--- config.mk ---
export PLATFORM = sky130hd
export DESIGN_NAME = mem_dcache_if
export DESIGN_NICKNAME = d
export VERILOG_FILES = /design/src/rtl/mem_dcache_if_pkg.sv /design/src/rtl/mem_dcache_if_load_fmt.sv /design/src/rtl/mem_dcache_if.sv
export SDC_FILE = /design/constraint.sdc
export NUM_CORES = 1
export LEC_CHECK = 0
export ABC_AREA = 1
export CORE_UTILIZATION = 45
export DETAILED_ROUTE_END_ITERATION = 10
export PLACE_DENSITY = 0.84
export SLEW_MARGIN = 20
export SYNTH_ARGS = -nofsm -noshare
export SYNTH_HDL_FRONTEND = slang
export SYNTH_SLANG_ARGS = --single-unit
--- constraint.sdc ---
create_clock -name clk -period 1.9 [get_ports clk]
set_input_delay 0.38 -clock clk [delete_from_list [all_inputs] [get_ports clk]]
set_output_delay 0.38 -clock clk [all_outputs]
set_load 0.01 [all_outputs]
--- src/rtl/mem_dcache_if_pkg.sv ---
// Shared encodings for the memory-stage load/store unit: op codes, FSM states,
// bus size codes and small op-classification helpers.
package mem_dcache_if_pkg;

  localparam logic [3:0] OP_NONE = 4'd0;
  localparam logic [3:0] OP_LB   = 4'd1;
  localparam logic [3:0] OP_LBU  = 4'd2;
  localparam logic [3:0] OP_LH   = 4'd3;
  localparam logic [3:0] OP_LHU  = 4'd4;
  localparam logic [3:0] OP_LW   = 4'd5;
  localparam logic [3:0] OP_SB   = 4'd6;
  localparam logic [3:0] OP_SH   = 4'd7;
  localparam logic [3:0] OP_SW   = 4'd8;
  localparam logic [3:0] OP_LL   = 4'd9;
  localparam logic [3:0] OP_SC   = 4'd10;

  localparam logic [2:0] ST_IDLE  = 3'd0;
  localparam logic [2:0] ST_ISSUE = 3'd1;
  localparam logic [2:0] ST_WAIT  = 3'd2;
  localparam logic [2:0] ST_DONE  = 3'd3;
  localparam logic [2:0] ST_DRAIN = 3'd4;

  localparam logic [1:0] SZ_BYTE = 2'd0;
  localparam logic [1:0] SZ_HALF = 2'd1;
  localparam logic [1:0] SZ_WORD = 2'd2;

  function automatic logic op_is_load(input logic [3:0] op);
    return (op == OP_LB) || (op == OP_LBU) || (op == OP_LH) ||
           (op == OP_LHU) || (op == OP_LW) || (op == OP_LL);
  endfunction

  function automatic logic op_is_store(input logic [3:0] op);
    return (op == OP_SB) || (op == OP_SH) || (op == OP_SW) || (op == OP_SC);
  endfunction

  function automatic logic [1:0] op_size(input logic [3:0] op);
    logic [1:0] sz;
    case (op)
      OP_LB, OP_LBU, OP_SB: sz = SZ_BYTE;
      OP_LH, OP_LHU, OP_SH: sz = SZ_HALF;
      default:              sz = SZ_WORD;
    endcase
    return sz;
  endfunction

  function automatic logic op_misaligned(input logic [3:0] op, input logic [1:0] lo);
    logic bad;
    bad = 1'b0;
    if (op_is_load(op) || op_is_store(op)) begin
      case (op_size(op))
        SZ_HALF: bad = lo[0];
        SZ_WORD: bad = |lo;
        default: bad = 1'b0;
      endcase
    end
    return bad;
  endfunction

endpackage

--- src/rtl/mem_dcache_if_load_fmt.sv ---
// Little-endian load formatter: selects the byte/half lane of the returned word
// and sign- or zero-extends it according to the load op.
module mem_load_fmt
  import mem_dcache_if_pkg::*;
#(
  parameter int DATA_W = 32
) (
  input  logic [3:0]        op,
  input  logic [1:0]        lane,
  input  logic [DATA_W-1:0] rdata,
  output logic [DATA_W-1:0] result
);

  logic [7:0]         byte_sel;
  logic [15:0]        half_sel;
  logic signed [7:0]  byte_s;
  logic signed [15:0] half_s;

  always_comb begin
    byte_sel = rdata[7:0];
    case (lane)
      2'd1:    byte_sel = rdata[15:8];
      2'd2:    byte_sel = rdata[23:16];
      2'd3:    byte_sel = rdata[31:24];
      default: byte_sel = rdata[7:0];
    endcase
    half_sel = lane[1] ? rdata[31:16] : rdata[15:0];
    byte_s   = byte_sel;
    half_s   = half_sel;
    case (op)
      OP_LB:   result = DATA_W'(byte_s);
      OP_LBU:  result = DATA_W'(byte_sel);
      OP_LH:   result = DATA_W'(half_s);
      OP_LHU:  result = DATA_W'(half_sel);
      default: result = rdata;
    endcase
  end

endmodule

--- src/rtl/mem_dcache_if.sv ---
// Memory-stage load/store unit: drives the req/addr_ok/data_ok data bus, stalls
// the pipeline while an access is outstanding, formats loads and handles LL/SC.
module mem_dcache_if
  import mem_dcache_if_pkg::*;
#(
  parameter int ADDR_W = 32,
  parameter int DATA_W = 32
) (
  input  logic              clk,
  input  logic              rst,
  input  logic              flush,
  input  logic              stall_wb,
  input  logic [3:0]        mem_op,
  input  logic [DATA_W-1:0] alu_result,
  input  logic [DATA_W-1:0] store_data,
  input  logic              llbit,
  output logic              data_req,
  output logic              data_wr,
  output logic [1:0]        data_size,
  output logic [ADDR_W-1:0] data_addr,
  output logic [DATA_W-1:0] data_wdata,
  input  logic              data_addr_ok,
  input  logic [DATA_W-1:0] data_rdata,
  input  logic              data_data_ok,
  output logic [DATA_W-1:0] mem_result,
  output logic              stallreq,
  output logic              llbit_we,
  output logic              llbit_value,
  output logic              adel,
  output logic              ades,
  output logic [DATA_W-1:0] badvaddr
);

  logic [2:0]        state, state_nxt;
  logic              drain_acc, drain_acc_nxt;
  logic [3:0]        op_p1;
  logic [ADDR_W-1:0] addr_p1;
  logic [1:0]        size_p1;
  logic              wr_p1;
  logic [DATA_W-1:0] wdata_p1;
  logic [DATA_W-1:0] rbuf_p1;

  logic              is_ld, is_st, is_mem, misalign, sc_skip, start, issue_live;
  logic [1:0]        size_c;
  logic [DATA_W-1:0] wdata_c;
  logic [DATA_W-1:0] load_val;

  assign is_ld      = op_is_load(mem_op);
  assign is_st      = op_is_store(mem_op);
  assign is_mem     = is_ld || is_st;
  assign misalign   = op_misaligned(mem_op, alu_result[1:0]);
  assign sc_skip    = (mem_op == OP_SC) && !llbit && !misalign;
  assign start      = (state == ST_IDLE) && is_mem && !misalign && !flush && !sc_skip;
  // The first request cycle is driven straight from EX/MEM; later ones replay the latched copy.
  assign issue_live = (state == ST_ISSUE) || ((state == ST_DRAIN) && !drain_acc);
  assign size_c     = op_size(mem_op);

  always_comb begin
    case (size_c)
      SZ_BYTE: wdata_c = {4{store_data[7:0]}};
      SZ_HALF: wdata_c = {2{store_data[15:0]}};
      default: wdata_c = store_data;
    endcase
  end

  always_comb begin
    data_req   = 1'b0;
    data_wr    = 1'b0;
    data_size  = 2'd0;
    data_addr  = '0;
    data_wdata = '0;
    if (start) begin
      data_req   = 1'b1;
      data_wr    = is_st;
      data_size  = size_c;
      data_addr  = alu_result[ADDR_W-1:0];
      data_wdata = wdata_c;
    end else if (issue_live) begin
      data_req   = 1'b1;
      data_wr    = wr_p1;
      data_size  = size_p1;
      data_addr  = addr_p1;
      data_wdata = wdata_p1;
    end
  end

  always_comb begin
    state_nxt     = state;
    drain_acc_nxt = drain_acc;
    case (state)
      ST_IDLE:
        if (start) state_nxt = data_addr_ok ? ST_WAIT : ST_ISSUE;
      ST_ISSUE:
        if (flush) begin
          state_nxt     = ST_DRAIN;
          drain_acc_nxt = data_addr_ok;
        end else if (data_addr_ok) begin
          state_nxt = ST_WAIT;
        end
      ST_WAIT:
        if (flush) begin
          state_nxt     = data_data_ok ? ST_IDLE : ST_DRAIN;
          drain_acc_nxt = 1'b1;
        end else if (data_data_ok) begin
          state_nxt = ST_DONE;
        end
      ST_DONE:
        if (flush || !stall_wb) state_nxt = ST_IDLE;
      ST_DRAIN:
        if (!drain_acc) begin
          if (data_addr_ok) drain_acc_nxt = 1'b1;
        end else if (data_data_ok) begin
          state_nxt = ST_IDLE;
        end
      default: state_nxt = ST_IDLE;
    endcase
  end

  // p1: request latched at issue, read data latched on data_ok
  always_ff @(posedge clk) begin
    if (rst) begin
      state     <= ST_IDLE;
      drain_acc <= 1'b0;
      op_p1     <= OP_NONE;
      addr_p1   <= '0;
      size_p1   <= 2'd0;
      wr_p1     <= 1'b0;
      wdata_p1  <= '0;
      rbuf_p1   <= '0;
    end else begin
      state     <= state_nxt;
      drain_acc <= drain_acc_nxt;
      if (start) begin
        op_p1    <= mem_op;
        addr_p1  <= alu_result[ADDR_W-1:0];
        size_p1  <= size_c;
        wr_p1    <= is_st;
        wdata_p1 <= wdata_c;
      end
      if ((state == ST_WAIT) && data_data_ok && !flush) rbuf_p1 <= data_rdata;
    end
  end

  mem_load_fmt #(.DATA_W(DATA_W)) u_load_fmt (
    .op     (op_p1),
    .lane   (addr_p1[1:0]),
    .rdata  (rbuf_p1),
    .result (load_val)
  );

  // p2: result, stall and exception outputs
  always_comb begin
    stallreq    = start || (state == ST_ISSUE) || (state == ST_WAIT) ||
                  ((state == ST_DRAIN) && is_mem);
    mem_result  = alu_result;
    llbit_we    = 1'b0;
    llbit_value = 1'b0;
    if ((state == ST_IDLE) && sc_skip) begin
      mem_result = '0;
      llbit_we   = 1'b1;
    end else if (state == ST_DONE) begin
      if (op_p1 == OP_SC) begin
        mem_result = DATA_W'(1);
        llbit_we   = 1'b1;
      end else if (op_is_load(op_p1)) begin
        mem_result = load_val;
        if (op_p1 == OP_LL) begin
          llbit_we    = 1'b1;
          llbit_value = 1'b1;
        end
      end
    end
    adel = !flush && (state == ST_IDLE) && is_ld && misalign;
    ades = !flush && (state == ST_IDLE) && is_st && misalign;
    if (flush) llbit_we = 1'b0;
    badvaddr = (adel || ades) ? alu_result : '0;
  end

endmodule

==> results of run 1 <==
[per-stage QoR]
step / worst slack, ps / cells / util (%) / area, sq um
detailed placement: -1340 / 1599 / 77.8 / 10500
floorplan: -18.6 / 1032 / - / 6380
CTS: -598 / 1695 / 90.1 / 12100
global placement: -1300 / 1599 / 77.8 / 10500
[cells by family after synthesis]
family	synth area share, %
buf+inv	12.1
flops	33.9
compound gates	25.7
simple gates	28.4
[what timing repair did]
item | CTS
resized for setup | 949
endpoints found under the hold margin | 0
pin swaps | 50
setup buffers | 67
endpoints found under the setup margin | 198
gates cloned | 15
==> flow_metrics.tcl, run 1 <==
set metrics [dict create \
    cts.sinks 107 \
    synth_commonest_cells "nand2_1, o21ai_0, a21oi_1, inv_1, dfxtp_1" \
    cts_buffers 9 \
    synth_top_area_share_pct 33.9 \
    detailed_place_hpwl_microns 19700 \
    row_count 42 \
    synth_area_leader_cell "dfxtp_1" \
    synth_most_common_cell "nand2_1" \
    die_y_microns 121 \
    synth_cell_type_count 31 \
    syn_area_sq_um 6330 \
    status "stopped before the end" \
    ys_seq_elements 107 \
    holdBufCountCts 0 \
    synth_edf_count 0 \
    io_pins 244 \
    htreeDepth 3 \
    worst_endpoint "mem_result[3]" \
    syn_area_per_cell_sq_um 6.13 \
    synthFlopType "dfxtp_1" \
    yosysWarnings 0 \
    synthTopCellsByArea "dfxtp_1, nand2_1, o21ai_0, a21oi_1, inv_1" \
    grt_max_degree 71 \
    lastStage "global routing (5_1_grt)" \
    error_message "[ERROR DPL-0038] Utilization greater than 100%, impossible to legalize" \
    die_x_microns 121 \
    numPortBuffers 243 \
    syn_nets 1139 \
    clk_path_buf_depth 2 \
    start_util_pct 47.0 \
    synth_cells 1032 \
    ctsRootBufferMaster "clkbuf_16" \
    endpoint_type "output port" \
    gp_congestion 0.988 \
    ys_seq_area_share_pct 33.9 \
    ys_async_sr_fraction_pct 0 \
]
==> run 2, diff against run 1 <==
- CORE_UTILIZATION: 45 -> 40
- PLACE_DENSITY: 0.84 -> unset
- PLACE_DENSITY_LB_ADDON: unset -> 0.15
==> flow_metrics.tcl, run 2 <==
set metrics [dict create \
    overflow 0 \
    synthSimpleGateAreaFrac_pct 28.4 \
    r2r-start "state[1]" \
    path_class "reg -> out" \
    clk_path_buf_depth 2 \
    numPortBuffers 243 \
    drv_cap 0 \
    synth_top_family_by_area "simple AND/OR/NAND/NOR gates" \
    synth_edf_count 0 \
    arrival_ps 2210 \
    die_x_microns 128 \
    via_per_inst 5.62 \
    critPathMaxFanout 6 \
    dpl_worst_slack_ps -1370 \
    antenna_found_initial 1 \
    end_kind "primary output" \
    ant_nets 0 \
    cts_tree "done" \
    synthTopCellsByArea "dfxtp_1, nand2_1, o21ai_0, a21oi_1, inv_1" \
    relSlewSlack_pct 36.9 \
    reg2regPathDepth 15 \
    synth_top_area_share_pct 33.9 \
    fin_crit_ps 2590 \
    insertion_delay_ps 370 \
    violations "negative setup slack" \
    yosysWarnings 0 \
    synth_area_leader_cell "dfxtp_1" \
    ctsRootBufferMaster "clkbuf_16" \
    yosys.area_share.adder_pct 0 \
    drc 0 \
    drv_slew 0 \
    die_area_sq_um 16300 \
    synth_most_common_cell "nand2_1" \
    critPathLaunchType "flip-flop" \
    core_area_sq_um 15300 \
    fin_worst_skew_ps 8.54 \
    grt_usage_pct 37.0 \
    setup_slack_ps -688 \
    grt_pass1_vias 9041 \
    holdBufCountCts 0 \
    synth-compound-area-share_pct 25.7 \
    vias 9796 \
    row_count 45 \
    startpoint "op_p1[0]" \
    r2r_setup_slack_ps -120 \
    synth_mux_area_share_pct 0 \
    leakage_nw 6.11 \
    syn_area_per_cell_sq_um 6.13 \
    nets 1636 \
    fin_crit_sh_pct 136 \
    htreeDepth 3 \
    grt_max_degree 71 \
    worstHoldPathType "in -> reg" \
    syn_area_sq_um 6330 \
    grt_setup_unrepaired "true" \
    rr_endpoint "state[1]" \
    worst_pin_slew_ps 946 \
    die_y_microns 128 \
    synth_cells 1032 \
    ir_worst_vdd_mv 0.526 \
    syn_nets 1139 \
    cts_buffers 9 \
    synth_xor_area_share_pct 0 \
    dp_cells 1633 \
    syn2layout_area_growth_pct 107 \
    ys_seq_area_share_pct 33.9 \
    cts.reportedPaths.clkPinSlew_ps 80 \
    synth_cell_type_count 31 \
    finalHoldViolCount 0 \
    synthFlopType "dfxtp_1" \
    status "finished with violations" \
    final_common_cell "buf_4" \
    max_freq_ghz 0.386 \
    p_per_area_nw_per_um2 669 \
    final_layout_size_suffix_gt1_share_pct 50.3 \
    reg.largest.list "addr_p1 (32), rbuf_p1 (32), wdata_p1 (32)" \
    n_fill_cell 869 \
    start_util_pct 41.3 \
    setup_viol 139 \
    ys_seq_elements 107 \
    gp_congestion 0.925 \
    detailed_place_hpwl_microns 19200 \
    endpoint "mem_result[13]" \
    grt_pass1_wl_microns 46600 \
    crit_required_ps 1520 \
    wire_per_inst_microns 20.3 \
    antennaDiodeCount 0 \
    wirelength_microns 35500 \
    io_pins 244 \
    cts.sinks 107 \
    final_cells 1744 \
    final_cell_mix "buf_4, nand2_1, buf_2" \
    drt-initial-drc-count 837 \
    firstDrtPassIters 8 \
    synth_commonest_cells "nand2_1, o21ai_0, a21oi_1, inv_1, dfxtp_1" \
    ys_async_sr_fraction_pct 0 \
]
-- run 2: final cells by class --
cell class | count | area, sq um | share of cell area (%)
repair buffers | 549 | 5040 | 38.4
multi-input cells | 745 | 4850 | 37.0
flip-flops and latches | 107 | 2160 | 16.5
inverters | 116 | 488 | 3.72
well taps | 211 | 264 | 2.01
clock buffers | 11 | 243 | 1.85
clock inverters | 4 | 56.3 | 0.429
repair inverters | 1 | 11.3 | 0.0859
-- run 2: routing by layer --
metal / global-route usage, % / part of all wire (%) / vias to the layer above
li1: - / - / 4349
met5: 0 / 0 / -
met4: 23.8 / 7.8 / 0
met1: 41.7 / 36 / 4523
met2: 63.5 / 47 / 708
met3: 7.97 / 9.3 / 216
-- run 2: how the worst min path moves through the flow --
stage          depth (start not counted)          from  slack, ps      endpoint
3_5_place_dp                           2  wdata_p1[11]        460  wdata_p1[11]
5_1_grt                                4     mem_op[3]        460      op_p1[3]
2_1_floorplan                          2    rbuf_p1[5]        430    rbuf_p1[5]
3_3_place_gp                           2    addr_p1[7]        450    addr_p1[7]
6_report                               4     mem_op[3]        460      op_p1[3]
4_1_cts                                4     mem_op[3]        410      op_p1[3]
-- run 2: timing repair --
item / CTS / global route
buffers inserted: 67 / 35
gates resized for setup: 855 / 358
pin swaps: 45 / 67
cloned: 12 / 3
hold endpoints to repair: 0 / 0
setup endpoints to repair: 195 / 177
-- run 2: power by group --
part | internal (mW) | switching, mW | total (mW)
clock network | 1.07 | 0.982 | 2.05
logic | 1.89 | 2.34 | 4.23
registers | 2.40 | 0.0950 | 2.50
-- run 2: worst max-delay path, cell delays in order (launching register included) --
cell and delay, ps:
dfxtp_4 390, inv_6 50, nor2_4 150, nand3_2 120, nand2_2 130, nor2_4 60, nor2_4 110, buf_12 150
buf_8 120, buf_6 110, inv_8 50, nand2_1 70, nand2_1 90, nor2_2 100, buf_2 140
-- run 2: cell families (layout without fill, tap and decap cells) --
logic type | Yosys count | after routing
simple gates | 432 | 432
compound gates | 313 | 313
buf+inv | 180 | 681
flops | 107 | 107
-- run 2: metrics by stage --
step | area (sq um) | total power [mW] | utilization [%] | TNS (ps) | hold slack [ps]
6_report | 13100 | 8.78 | 85.6 | -71350 | 463
5_1_grt | 13100 | 9.05 | 85.6 | -79340 | 461
2_1_floorplan | 6380 | 3.77 | - | -390 | 434
4_1_cts | 11900 | 7.96 | 77.6 | -65910 | 411
3_3_place_gp | 10500 | 5.28 | 68.4 | -184940 | 452
3_5_place_dp | 10500 | 5.31 | 68.4 | -196520 | 458
Note: power is estimated with default switching activity, not from simulation.
